**src/rtl/stage_sequencer.sv**
```systemverilog
// ============================================================================
// stage_sequencer : multicycle CPU stage controller (auto/step/stall/breakpoint)
// Revision 1.0
// ============================================================================
`default_nettype none

module stage_sequencer #(
  parameter int NUM_STAGES = 5,
  parameter int STAGE_W    = 3,
  parameter int ADDR_W     = 8,
  parameter int CNT_W      = 16
) (
  input  logic              clk,
  input  logic              rst,
  input  logic              isAuto,
  input  logic              nextStage,
  input  logic              stallReq,
  input  logic [ADDR_W-1:0] pcAddr,
  input  logic              bpEn,
  input  logic [ADDR_W-1:0] bpAddr,
  output logic [STAGE_W-1:0] stage,
  output logic              advance,
  output logic              instDone,
  output logic              halted,
  output logic [CNT_W-1:0]  instCount
);

  localparam logic [STAGE_W-1:0] c_LAST = STAGE_W'(NUM_STAGES - 1);

  logic               r_auto_s1, r_auto_s2;
  logic               r_step_s1, r_step_s2, r_step_s3;
  logic [STAGE_W-1:0] r_stage;
  logic               r_advance, r_inst_done, r_halted;
  logic [CNT_W-1:0]   r_count;

  logic w_step, w_auto_run, w_go, w_wrap, w_bp_hit;

  always_ff @(posedge clk or posedge rst) begin
    if (rst) begin
      r_auto_s1 <= 1'b0;
      r_auto_s2 <= 1'b0;
      r_step_s1 <= 1'b0;
      r_step_s2 <= 1'b0;
      r_step_s3 <= 1'b0;
    end else begin
      r_auto_s1 <= isAuto;
      r_auto_s2 <= r_auto_s1;
      r_step_s1 <= nextStage;
      r_step_s2 <= r_step_s1;
      r_step_s3 <= r_step_s2;
    end
  end

  assign w_step     = r_step_s2 & ~r_step_s3;
  assign w_auto_run = r_auto_s2 & ~r_halted;
  assign w_go       = ~stallReq & (w_auto_run | w_step);
  // >= so that any out-of-range stage value still wraps on the next go
  assign w_wrap     = (r_stage >= c_LAST);
  assign w_bp_hit   = w_go & w_wrap & w_auto_run & bpEn & (pcAddr == bpAddr);

  always_ff @(posedge clk or posedge rst) begin
    if (rst) begin
      r_stage     <= '0;
      r_advance   <= 1'b0;
      r_inst_done <= 1'b0;
      r_halted    <= 1'b0;
      r_count     <= '0;
    end else begin
      r_advance   <= w_go;
      r_inst_done <= w_go & w_wrap;
      if (w_go) begin
        r_stage <= w_wrap ? '0 : r_stage + STAGE_W'(1);
        if (w_wrap && !(&r_count))
          r_count <= r_count + CNT_W'(1);
      end
      if (w_bp_hit)
        r_halted <= 1'b1;
      else if (~stallReq & (w_step | ~r_auto_s2))
        r_halted <= 1'b0;
    end
  end

  assign stage     = r_stage;
  assign advance   = r_advance;
  assign instDone  = r_inst_done;
  assign halted    = r_halted;
  assign instCount = r_count;

endmodule

`default_nettype wire

```
**config.mk**
```make
export PLATFORM = sky130hd
export DESIGN_NAME = stage_sequencer
export DESIGN_NICKNAME = d
export VERILOG_FILES = /design/src/rtl/stage_sequencer.sv
export SDC_FILE = /design/constraint.sdc
export NUM_CORES = 1
export LEC_CHECK = 0
export ABC_AREA = 1
export BUFFER_PORTS_ARGS = -buffer_cell sky130_fd_sc_hd__buf_4
export CAP_MARGIN = 20
export CORE_ASPECT_RATIO = 1.5
export CORE_MARGIN = 3
export CORE_UTILIZATION = 51
export DETAILED_ROUTE_END_ITERATION = 7
export PLACE_DENSITY = 0.79
export SLEW_MARGIN = 10
export SYNTH_ARGS = -nofsm -noshare
export SYNTH_HDL_FRONTEND = slang
export SYNTH_SLANG_ARGS = --single-unit
```
**constraint.sdc**
```tcl
create_clock -name clk -period 1.9 [get_ports clk]
set_input_delay 0.38 -clock clk [delete_from_list [all_inputs] [get_ports clk]]
set_output_delay 0.38 -clock clk [all_outputs]
set_load 0.02 [all_outputs]
```
# Word level (Yosys, flattened, before mapping)
# Index checks and enable logic that the tools add are counted.
# totals
register_bits,27
input_bits,22
out_inout_bits,22
word_cells,36
# op_classes
add_sub_neg,2
magnitude_cmp,1
n_eq_ne,1
muxes,3
n_bitwise,14
n_reduce_logical,5
# ops
cell,count
adder 16 x 1 -> 16 bit (second input constant),1
AND reduction 16 bit,1
bitwise AND 1 bit,8
== test 8 bit,1
NOT 1 bit,4
adder 3 x 1 -> 3 bit (second input constant),1
greater-or-equal comparator 3 bit (second input constant),1
two-way mux 3 bit,1
two-way mux 1 bit,2
bitwise OR 1 bit,2
AND reduction 2 bit,1
nonzero test 2 bit,1
logical AND 1 bit,1
zero test 1 bit,1

# Depth between registers and ports, before layout
# depth
ltp_word,9
depth_mapped,9

# Worst setup path after synthesis
# OpenSTA, ideal clock, no wires.
# synth_timing
kind,reg-to-reg
startpoint,register r_count[0] (netlist: instCount[0])
endpoint,register r_count[2] (netlist: instCount[2])
setup_time_ns,0.117
arrival_time_ns,1.463
required_ns,1.783
setup_slack_ns,0.320
stages_incl_launch_ff,10
synth_period_minus_slack_ns,1.580
path_cell_list,dfrtp_1 ha_1 nand3_1 inv_2 nand3_4 nor2_1 nor2_2 buf_6 nand2_1 nand2_1
# synth_via
elab_chain_len,4
word_cells_on_any_way,5
cone_classes,add/sub: 1; reduce/logical: 4
# synth_lines
element,line_no,source
"start, declared",34,logic [CNT_W-1:0] r_count;
"start signal, assigned",74,r_count <= r_count + CNT_W'(1);
branches (longest 4 deep; another with adder 16 x 1 -> 16 bit),--,
# Several ways; the timed one is not identified.
# A chain may end at the register's enable or synchronous reset.

# Final worst setup path
# layout_timing
startpoint,register r_count[0] (netlist: instCount[0])
endpoint,register r_count[3] (netlist: instCount[3])
# Same word-level chain as after synthesis.

==> flow_summary.json <==
{
  "hold_path_class": "input port to asynchronous set/reset pin",
  "synthFlopType": "dfrtp_1",
  "period_share": 0.860,
  "rsz0062_at_grt": "false",
  "status": "complete, no violations",
  "vias": 1442,
  "leakage_nw": 1.04,
  "netlist.area_leader.share": 0.438,
  "dr.first_iter.drc_count": 16,
  "crit_family": "flip-flops",
  "syn_avg_cell_area_um2": 7.20,
  "yosys-top-cells-area": "dfrtp_1 44%, nand2_1 22%, inv_1 5.6%",
  "yosysSeqAreaShare": 0.438,
  "maxCapViolations": 0,
  "arrival_ns": 1.85,
  "htree_levels": 1,
  "setup_viol": 0,
  "reg2reg_from": "instCount[0]",
  "port_buffers": 43,
  "slew_viol_final": 0,
  "cp_common_cell": "nand2_1",
  "dpl.hpwl_um": 2480,
  "dieArea_um2": 3730,
  "endpoint": "instCount[3]",
  "areaGrowthSynthToFinish_pct": 26.4,
  "p_sw_frac": 0.337,
  "yosysWarnings": 0,
  "r2r_slack_ns": 0.27,
  "antenna_cells": 0,
  "yosys.area.top_type": "dfrtp_1",
  "async_flop_share": 1.00,
  "grt_usage": 0.200,
  "finalClockSkew_ns": 0.00514,
  "worst-path-buf-inv": 1,
  "cts_tree": "built",
  "drc": 0,
  "wl_per_cell_um": 10.7,
  "final_nets": 287,
  "ys_seq_elements": 27,
  "io_pins": 44,
  "clkSinkCount": 27,
  "internal_power_uw": 985,
  "ys_top_cells_by_count": "91 x nand2_1, 27 x dfrtp_1, 23 x inv_1, 20 x nor2_1",
  "cts-hold-fix-buffers": 0,
  "fillers": 253,
  "grt_max_degree": 28,
  "hold_violations": 0,
  "slowest_delay_ns": 0.45,
  "design_area_um2": 1950,
  "period_needed_ns": 1.63,
  "synth_most_common_cell": "nand2_1",
  "pwr-share-clk": 0.215,
  "max_freq_mhz": 612,
  "die_h_um": 73.3,
  "layout-drive-gt1-share": 0.222,
  "cts_root_buffer": "clkbuf_8",
  "grt.overflow.total": 0,
  "end_kind": "flop",
  "cp.depth": 7,
  "post_dp_cell_area_um2": 1900,
  "syn_nets": 239,
  "cp_cell_sequence": "ha_1, nand3_1, inv_2, nand3_4, o21ai_4, nand2_1, nand2_1",
  "comb_power_share": 0.300,
  "die_x_um": 50.9,
  "postCtsSetupRepairBufs": 0,
  "ant_nets": 0,
  "grt_pass1_wl_um": 5700,
  "ctsResizeCount": 0,
  "synthCells": 214,
  "start_util": 0.552,
  "grt_pass1_vias": 1397,
  "startpoint_type": "flop",
  "reg2regPathDepth": 7,
  "finalWeightedCongestion": 0.830,
  "slowest_stage": "dfrtp_1",
  "seqPwrFrac": 0.485,
  "path_class": "flop to flop",
  "synth_cell_type_count": 20,
  "cp_data_required_time_ns": 2.11,
  "clk_latency_ns": 0.27,
  "tightestPinTransition_ns": 0.424,
  "p_per_area_nw_per_um2": 762,
  "firstDrtPassIters": 4,
  "synth-edff-count": 0,
  "fp.coreArea_um2": 2790,
  "cts_buffers": 3,
  "crit_start": "instCount[0]",
  "clock_path_buffers": 2,
  "slew_headroom": 0.716,
  "cp_max_fo": 15,
  "antenna_found_initial": 0,
  "path_clk_slew_ns": 0.09,
  "routed_wl_um": 3200,
  "synth.cell_area_um2": 1540,
  "fin_tns_setup_ns": 0,
  "via_per_inst": 4.84,
  "num_rows": 23,
  "vdd_drop_max_mv": 0.783,
  "rr_endpoint": "instCount[3]",
  "power.switching_uw": 500
}
-- flip-flops by register name, summed over array words and instances, names as in the netlist --
| name | flops |
|---|---|
| r_step_s1 | 1 |
| r_auto_s1 | 1 |
| advance | 1 |
| r_step_s2 | 1 |
| r_step_s3 | 1 |
| stage | 3 |
| r_auto_s2 | 1 |
| instDone | 1 |
| halted | 1 |
| instCount | 16 |
-- power by group through the flow --
stage                     Sequential, mW  Combinational, mW  Clock [mW]
after global routing               0.735              0.494       0.354
after detailed placement           0.732              0.451           0
after global placement             0.729              0.447           0
final                              0.719              0.446       0.320
after CTS                          0.721              0.454       0.334
after floorplan                    0.800              0.199           0
-- worst min-delay path by stage --
stage          cells past startpoint   endpoint  startpoint  slack, ns
4_1_cts                            3   instDone         rst       0.17
2_1_floorplan                      0  r_auto_s2   r_auto_s1       0.33
6_report                           3     halted         rst       0.16
3_3_place_gp                       0  r_auto_s2   r_auto_s1       0.34
5_1_grt                            3    advance         rst       0.20
3_5_place_dp                       0  r_auto_s2   r_auto_s1       0.35
-- area by class of cell --
class | instances | area, um2 | share of cell area
multi-input cells | 157 | 738 | 0.379
flip-flops and latches | 27 | 676 | 0.347
repair buffers | 45 | 338 | 0.173
inverters | 28 | 105 | 0.0539
well taps | 37 | 46.3 | 0.0238
clock buffers | 4 | 45.0 | 0.0231
-- cells in the final DEF (no fill, tap or decap) --
master    instances
nand3_4           1
nand3_1          10
nor2_2            3
clkbuf_8          3
nor2_1           20
xnor2_1           5
inv_2             4
buf_4            45
o21ai_0          10
a21oi_1           1
clkinv_1          1
nand4_1           6
inv_1            23
ha_1              3
xor2_1            3
clkbuf_1          1
nand2_1          91
nand2_2           1
o21ai_4           1
dfrtp_1          27
o211ai_1          1
o21ai_1           1
-- metrics by stage --
stage	instances	utilization	setup slack, ns	hold WS [ns]	total power, mW
floorplan	214	-	0.320	0.331	0.999
global placement	294	0.682	0.333	0.337	1.18
detailed placement	294	0.682	0.267	0.345	1.18
CTS	298	0.698	0.248	0.173	1.51
global route	298	0.698	0.0827	0.195	1.58
finish	298	0.698	0.267	0.162	1.48
-- kinds of logic after synthesis --
| kind of cell | Yosys count | share of synthesized area |
|---|---|---|
| buffers and inverters | 30 | 0.0828 |
| and+or+nand+nor | 132 | 0.355 |
| adders and majority gates | 3 | 0.0244 |
| xor gates and xnor gates | 8 | 0.0455 |
| DFF | 27 | 0.438 |
| AOI/OAI and AO/OA | 14 | 0.0544 |
-- worst register-to-register path, stage by stage (launching register included) --
cell and delay (ns):
dfrtp_1 0.45, ha_1 0.21, nand3_1 0.15, inv_2 0.12, nand3_4 0.08, o21ai_4 0.37, nand2_1 0.11, nand2_1 0.08
-- per-layer routing --
metal	vias up	global-route usage	wire, um
met1	651	0.213	1340
met3	7	0.0122	120
li1	751	-	-
met2	33	0.382	1660
met4	0	0.111	85
met5	-	0	0
(Power assumes the default switching activity.)
